**config.mk**
```make
export PLATFORM = sky130hd
export DESIGN_NAME = set_assoc_cache
export DESIGN_NICKNAME = d
export VERILOG_FILES = /design/src/rtl/set_assoc_cache.sv
export SDC_FILE = /design/constraint.sdc
export NUM_CORES = 2
export LEC_CHECK = 0
export CORE_MARGIN = 2
export CORE_UTILIZATION = 50
export CTS_CLUSTER_SIZE = 20
export DETAILED_ROUTE_END_ITERATION = 6
export PLACE_DENSITY = 0.67
export REMOVE_ABC_BUFFERS = 1
export SETUP_SLACK_MARGIN = 0.15
export SYNTH_ARGS = -nofsm -noshare
export SYNTH_HDL_FRONTEND = slang
export SYNTH_SLANG_ARGS = --single-unit
export TNS_END_PERCENT = 50
```
**constraint.sdc**
```tcl
create_clock -name clk -period 16.6 [get_ports clk]
set_input_delay 3.32 -clock clk [delete_from_list [all_inputs] [get_ports clk]]
set_output_delay 3.32 -clock clk [all_outputs]
set_load 0.02 [all_outputs]
```
**src/rtl/set_assoc_cache.sv**
```systemverilog
// Read-only N-way set-associative byte cache with true-LRU replacement,
// flush, hit/miss statistics and a blocking line refill from main memory.
module set_assoc_cache #(
  parameter int ADDR_W   = 12,
  parameter int OFFSET_W = 4,
  parameter int SET_W    = 2,
  parameter int WAY_W    = 2
) (
  input  logic                       clk,
  input  logic                       reset,
  input  logic                       req,
  input  logic [ADDR_W-1:0]          addr,
  input  logic                       flush,
  output logic                       busy,
  output logic                       resp_valid,
  output logic                       hit,
  output logic [7:0]                 byte_out,
  output logic [(8<<OFFSET_W)-1:0]   line_out,
  output logic                       mem_req,
  output logic [ADDR_W-OFFSET_W-1:0] mem_addr,
  input  logic                       mem_ready,
  input  logic [(8<<OFFSET_W)-1:0]   mem_line,
  output logic [15:0]                hit_count,
  output logic [15:0]                miss_count
);
  localparam int LINE_W = 8 << OFFSET_W;
  localparam int TAG_W  = ADDR_W - SET_W - OFFSET_W;
  localparam int SETS   = 1 << SET_W;
  localparam int WAYS   = 1 << WAY_W;
  localparam logic [WAY_W-1:0] OLDEST = WAY_W'(WAYS - 1);

  typedef enum logic [1:0] {IDLE, LOOKUP, REFILL} state_t;
  typedef logic [WAYS-1:0][WAY_W-1:0] ages_t;

  state_t            state;
  logic [ADDR_W-1:0] addr_q;
  logic [15:0]       hit_cnt;
  logic [15:0]       miss_cnt;

  logic [WAYS-1:0]   valid [SETS];
  ages_t             age   [SETS];
  logic [TAG_W-1:0]  tags  [SETS][WAYS];
  logic [LINE_W-1:0] lines [SETS][WAYS];

  logic [TAG_W-1:0]    tag_q;
  logic [SET_W-1:0]    set_q;
  logic [OFFSET_W-1:0] off_q;
  assign {tag_q, set_q, off_q} = addr_q;

  function automatic logic [15:0] sat_inc(input logic [15:0] v);
    return (v == 16'hFFFF) ? v : v + 16'd1;
  endfunction

  function automatic logic [7:0] byte_sel(input logic [LINE_W-1:0] l,
                                          input logic [OFFSET_W-1:0] k);
    logic [LINE_W-1:0] sh;
    sh = l >> {k, 3'b000};
    return sh[7:0];
  endfunction

  // Accessed way becomes youngest; only ways younger than it age by one,
  // so the set's ages stay a permutation of 0..WAYS-1.
  function automatic ages_t lru_touch(input ages_t a, input logic [WAY_W-1:0] w);
    ages_t r;
    r = a;
    for (int i = 0; i < WAYS; i++)
      if (a[i] < a[w]) r[i] = a[i] + 1'b1;
    r[w] = '0;
    return r;
  endfunction

  function automatic ages_t ages_init();
    ages_t r;
    for (int i = 0; i < WAYS; i++) r[i] = WAY_W'(i);
    return r;
  endfunction

  logic             hit_any;
  logic             inv_any;
  logic [WAY_W-1:0] hit_way;
  logic [WAY_W-1:0] vict_way;

  always_comb begin
    hit_any  = 1'b0;
    hit_way  = '0;
    inv_any  = 1'b0;
    vict_way = '0;
    for (int w = 0; w < WAYS; w++) begin
      if (!hit_any && valid[set_q][w] && tags[set_q][w] == tag_q) begin
        hit_any = 1'b1;
        hit_way = WAY_W'(w);
      end
    end
    for (int w = 0; w < WAYS; w++)
      if (age[set_q][w] == OLDEST) vict_way = WAY_W'(w);
    // A free way always wins over evicting the oldest line.
    for (int w = 0; w < WAYS; w++) begin
      if (!inv_any && !valid[set_q][w]) begin
        inv_any  = 1'b1;
        vict_way = WAY_W'(w);
      end
    end
  end

  assign busy       = (state != IDLE);
  assign hit_count  = hit_cnt;
  assign miss_count = miss_cnt;

  always_ff @(posedge clk or posedge reset) begin
    if (reset) begin
      state      <= IDLE;
      addr_q     <= '0;
      resp_valid <= 1'b0;
      hit        <= 1'b0;
      byte_out   <= '0;
      line_out   <= '0;
      mem_req    <= 1'b0;
      mem_addr   <= '0;
      hit_cnt    <= '0;
      miss_cnt   <= '0;
      for (int s = 0; s < SETS; s++) begin
        valid[s] <= '0;
        age[s]   <= ages_init();
      end
    end else begin
      resp_valid <= 1'b0;
      case (state)
        IDLE: begin
          if (flush) begin
            for (int s = 0; s < SETS; s++) begin
              valid[s] <= '0;
              age[s]   <= ages_init();
            end
          end else if (req) begin
            addr_q <= addr;
            state  <= LOOKUP;
          end
        end
        LOOKUP: begin
          if (hit_any) begin
            resp_valid <= 1'b1;
            hit        <= 1'b1;
            line_out   <= lines[set_q][hit_way];
            byte_out   <= byte_sel(lines[set_q][hit_way], off_q);
            age[set_q] <= lru_touch(age[set_q], hit_way);
            hit_cnt    <= sat_inc(hit_cnt);
            state      <= IDLE;
          end else begin
            mem_req  <= 1'b1;
            mem_addr <= {tag_q, set_q};
            miss_cnt <= sat_inc(miss_cnt);
            state    <= REFILL;
          end
        end
        REFILL: begin
          if (mem_ready) begin
            valid[set_q][vict_way] <= 1'b1;
            age[set_q]             <= lru_touch(age[set_q], vict_way);
            resp_valid             <= 1'b1;
            hit                    <= 1'b0;
            line_out               <= mem_line;
            byte_out               <= byte_sel(mem_line, off_q);
            mem_req                <= 1'b0;
            state                  <= IDLE;
          end
        end
        default: state <= IDLE;
      endcase
    end
  end

  // Tag and data arrays carry no reset; the valid bits qualify them.
  always_ff @(posedge clk) begin
    if (state == REFILL && mem_ready) begin
      lines[set_q][vict_way] <= mem_line;
      tags[set_q][vict_way]  <= tag_q;
    end
  end

endmodule

```
# Word-level counts from Yosys, hierarchy flattened
# Memories as Yosys holds them, arrays and structs flattened.
# Cells that the tools add are included.
# totals
reg_bits,241
elab_cells,222
out_inout_bits,180
mem_count,2
ram_bits,2144
# classes
n_mux,99
bitwise_logic,12
shifts,2
order_cmp,17
n_reduce_logical,37
eq_ne,17
n_addsub,6
# memory_table
name,words,word_bits,read_ports,rd_clocked_by_memory_dff,write_ports,line_no,rtl
lines,4,512,1,0,1,43,logic [LINE_W-1:0] lines [SETS][WAYS];
tags,4,24,1,0,1,42,logic [TAG_W-1:0] tags [SETS][WAYS];
# ops
operator,n
128-bit 2-to-1 mux,5
512-bit 2-to-1 mux,1
128-bit binary-select mux with 2-bit select,1
128-bit demux with 2-bit select,1
128-bit case mux with 2 select lines,1
128-bit by 7-bit right shift with 8-bit output,2
32-bit 2-to-1 mux,3
32-bit case mux with 3 select lines,1
2-bit 2-to-1 mux,40
32-bit bitwise mux,2
8-bit 2-to-1 mux,5
16-bit by 1-bit adder with 16-bit output (second input constant),2
16-bit equality test (second input constant),2
16-bit 2-to-1 mux,2
16-bit case mux with 2 select lines,1
6-bit equality test,4
24-bit 2-to-1 mux,1
3-bit AND reduction,7
8-bit bitwise AND,2
8-bit binary-select mux with 2-bit select,1
8-bit demux with 2-bit select,1
2-bit less-than comparator,8
1-bit 2-to-1 mux,16
8-bit inverter,2
29 further kinds,79

# Logic depth before layout (Yosys ltp)
# depth
word_depth,28
depth_mapped,21

# Worst setup path after synthesis
# No wires, ideal clock.
# synth_timing
path_type,input to register
from,in mem_ready
to,mem lines[3][256] (netlist name) (enable)
setup_slack_ns,3.183
path_stages,2
t_arrival_ns,12.626
setup_time_ns,0.791
path_buffers,0
cell_sequence,nand2_1 > nor3_1
# synth_between
elab_chain_cells,3
# synth_rtl
element,line_no,rtl
from (decl),21,"input logic mem_ready,"
1-bit logical AND,174,if (state == REFILL && mem_ready) begin
1-bit 2-to-1 mux,174,
512-bit 2-to-1 mux (implied by the code),175,lines[set_q][vict_way] <= mem_line;
to (decl),43,
# No other way between the ends.

# Worst setup path after layout
# layout_timing
from,reg addr_q[4]
to,mem lines[0][441] (netlist name) (enable)
# layout_between
elab_chain_cells,19
elab_cells_between_ends,35
cone_classes,order compare: 2; eq/ne: 3; mux: 19; bitwise: 2; reduce/logical: 9
# layout_rtl
element,line_no,rtl
from (decl),36,logic [ADDR_W-1:0] addr_q;
from (signal assigned),135,addr_q <= addr;
"parallel branches: the longest is 19 deep, another holds 8-bit binary-select mux with 2-bit select",--,
# Several ways; the timed one is not identified. The select of a mux whose other input is x is not followed.

==> impl_metrics.tcl <==
set metrics [dict create \
    status "completed" \
    finalNetCount 5473 \
    slowest_delay_ns 1.02 \
    drv_cap 0 \
    cp_top_family "buffers and inverters" \
    dp_hpwl_um 147000 \
    cts_root_buffer "clkbuf_16" \
    vias 52052 \
    p_leak_uw 0.0352 \
    setup_viol 0 \
    rows 159 \
    netlist_area_sq_um 94100 \
    r2r_slack_ns 9.36 \
    worstMarginPinSlew_ns 1.37 \
    cts_setup_buffers 0 \
    initial_core_util 0.502 \
    yosys.area.top_type "edfxtp_1" \
    cp.arrival_ns 7.73 \
    clock_latency_ns 0.89 \
    p_per_area_nw_per_um2 168 \
    vias_per_cell 6.48 \
    crit_path_max_fanout 102 \
    crit_chain "buf_12, mux4_2, ha_1, nand2b_1, o21bai_1, a21oi_1, or2_2, nor3_2, buf_4, buf_4, buf_4" \
    clk_pin_slew_ns 0.06 \
    cp-start-kind "register" \
    drt_first_pass_iters 6 \
    synthArstFlopShare 0.101 \
    grt_most_used_layer "met2" \
    maxSlewHeadroom 0.0814 \
    layout-area-overhead-vs-synth_pct 15.1 \
    cts_tree "yes" \
    clock_path_buffers 3 \
    cts_buffers 229 \
    drcViolationCount 0 \
    hold_buffers 0 \
    die_h_um 438 \
    wl_um 265000 \
    synth_top_area_frac 0.684 \
    clock_sinks 2385 \
    fin_cells 8034 \
    cts_resized 0 \
    clock_skew_ns 0.0516 \
    ys_types 89 \
    ant_nets 0 \
    use_met3 0.0498 \
    setup_slack_ns 9.36 \
    avgSynthCellArea_sq_um 19.1 \
    synth_seq_area_share 0.748 \
    grt_pass1_vias 51441 \
    drt_iter0_drc 6841 \
    crit_top_cell "buf_4" \
    ys.warnings.count 0 \
    finalMaxSlewViolations 0 \
    vdd_drop_max_mv 0.143 \
    htreeDepth 4 \
    gp_congestion 0.853 \
    synth-main-ff-cell "edfxtp_1" \
    post-place-cells 7580 \
    hold_viol 0 \
    use_met1 0.372 \
    finalCritPeriodShare 0.436 \
    seq_area_sq_um 70400 \
    endpoint_kind "register" \
    boundaryPins 325 \
    cp_data_required_time_ns 17.09 \
    fmax_mhz 138 \
    fillers 13870 \
    cp.buffers_inverters 4 \
    hold_ws_ns 0.477 \
    synth_common_cells "2144 x edfxtp_1, 541 x mux4_2, 343 x nand2_1" \
    rsz0062_at_grt "no" \
    setup_tns_ns 0 \
    cpMaxStageDelayCell "dfrtp_4" \
    min_period_ns 7.24 \
    die-area_sq_um 192000 \
    wire_per_inst_um 33.0 \
    antenna_found_initial 34 \
    synth_seq_cells 2385 \
    drive_gt1_frac 0.205 \
    hold_class "register to register" \
    syn-instance-count 4935 \
    yosys-top-cells-area "edfxtp_1 68%, mux4_2 13%, dfrtp_1 6.0%, nand2_1 1.4%, a21oi_1 0.98%" \
    multiInputGateArea_sq_um 22500 \
    grt_pass1_wl_um 377000 \
    track_usage 0.276 \
    worst-setup-path-type "register to register" \
    dp_slack_ns 9.18 \
    synth-edff-count 2144 \
    coreArea_sq_um 187000 \
    fp.dieW_um 438 \
    portBuffers 324 \
    grt_max_degree 143 \
    gr-total-overflow 0 \
    synthMostInstantiatedCell "edfxtp_1" \
    globalRouteMet2Util 0.446 \
]
[area by class of cell]
cell class | count | share of cell area
flip-flops and latches | 2385 | 0.650
multi-input cells | 2231 | 0.208
clock buffers | 301 | 0.0577
repair buffers | 450 | 0.0401
well taps | 2495 | 0.0288
clock inverters | 137 | 0.0141
inverters | 19 | 0.000751
diodes | 16 | 0.000370
[per-stage QoR]
step / area (sq um) / total power (uW) / util
after global routing: 108000 / 18800 / 0.578
after floorplan: 92800 / 12800 / -
after CTS: 108000 / 18300 / 0.578
after global placement: 101000 / 12900 / 0.536
final: 108000 / 18200 / 0.578
after detailed placement: 101000 / 13000 / 0.536
[path summary, 6_finish.rpt]
check | start | end | depth (start not counted)
worst max-delay path | addr_q[4] | lines[0][441] | 11
worst min-delay path | line_out[21] | line_out[21] | 2
worst max register to register | addr_q[4] | lines[0][441] | 11
worst min register to register | line_out[21] | line_out[21] | 2
max in group asynchronous | reset | addr_q[5] | 4
min in group asynchronous | reset | line_out[35] | 2
[cell families (layout without fill, tap and decap cells)]
| group | after synthesis | count (layout) | synth area share |
|---|---|---|---|
| other | 0 | 16 | 0 |
| AO/OA/AOI/OAI | 796 | 796 | 0.0570 |
| flip-flops | 2385 | 2385 | 0.748 |
| multiplexers | 610 | 610 | 0.137 |
| buffers and inverters | 319 | 907 | 0.0146 |
| adder cells (fa/ha/maj) | 14 | 14 | 0.00183 |
| XOR/XNOR | 55 | 55 | 0.00536 |
| AND/OR/NAND/NOR | 756 | 756 | 0.0355 |
[cell usage in the layout, fill, tap and decap left out, types with 17 or more instances in the layout]
master | Yosys | final
clkbuf_1 | 145 | 50
mux2_2 | 34 | 34
clkinv_1 | 2 | 44
nor3_1 | 26 | 17
mux4_2 | 541 | 541
a31oi_1 | 21 | 21
xnor2_1 | 36 | 36
o211ai_1 | 21 | 21
nand2_1 | 343 | 342
buf_4 | 5 | 114
dfrtp_1 | 225 | 220
nor2_1 | 197 | 186
clkdlybuf4s50_1 | 0 | 324
clkbuf_8 | 0 | 19
and3_1 | 21 | 21
nand3_1 | 61 | 61
clkinv_2 | 0 | 45
a21oi_1 | 185 | 185
clkbuf_16 | 0 | 232
a221oi_1 | 52 | 52
nand4_1 | 23 | 23
mux2i_1 | 34 | 34
bufinv_16 | 0 | 24
o22ai_1 | 31 | 31
edfxtp_1 | 2144 | 2144
a22oi_1 | 99 | 99
o21ai_0 | 167 | 167
a22o_1 | 44 | 44
[flip-flops by register name, indices dropped and copies added (netlist names)]
name,count
valid,16
line_out,128
state,2
age,32
lines,2048
hit,1
byte_out,8
addr_q,12
mem_req,1
tags,96
mem_addr,8
resp_valid,1
hit_count,16
miss_count,16
[metal layers]
| metal | part of all wire | vias up | wire [um] |
|---|---|---|---|
| li1 | - | 21064 | - |
| met1 | 0.38 | 27445 | 99600 |
| met2 | 0.49 | 2963 | 129000 |
| met3 | 0.092 | 564 | 24500 |
| met4 | 0.045 | 16 | 12000 |
| met5 | 0.00038 | - | 102 |
[worst register-to-register path: stages, from the launching register on]
cell	delay, ns
dfrtp_4	1.02
buf_12	0.68
mux4_2	0.75
ha_1	0.26
nand2b_1	0.17
o21bai_1	0.50
a21oi_1	0.24
or2_2	0.43
nor3_2	0.20
buf_4	0.67
buf_4	0.93
buf_4	0.94
[power by group]
part	switching [uW]	total, uW	internal (uW)
Sequential	317	7270	6950
Combinational	3320	5590	2270
Clock	2310	5350	3040
(Power assumes the default switching activity.)
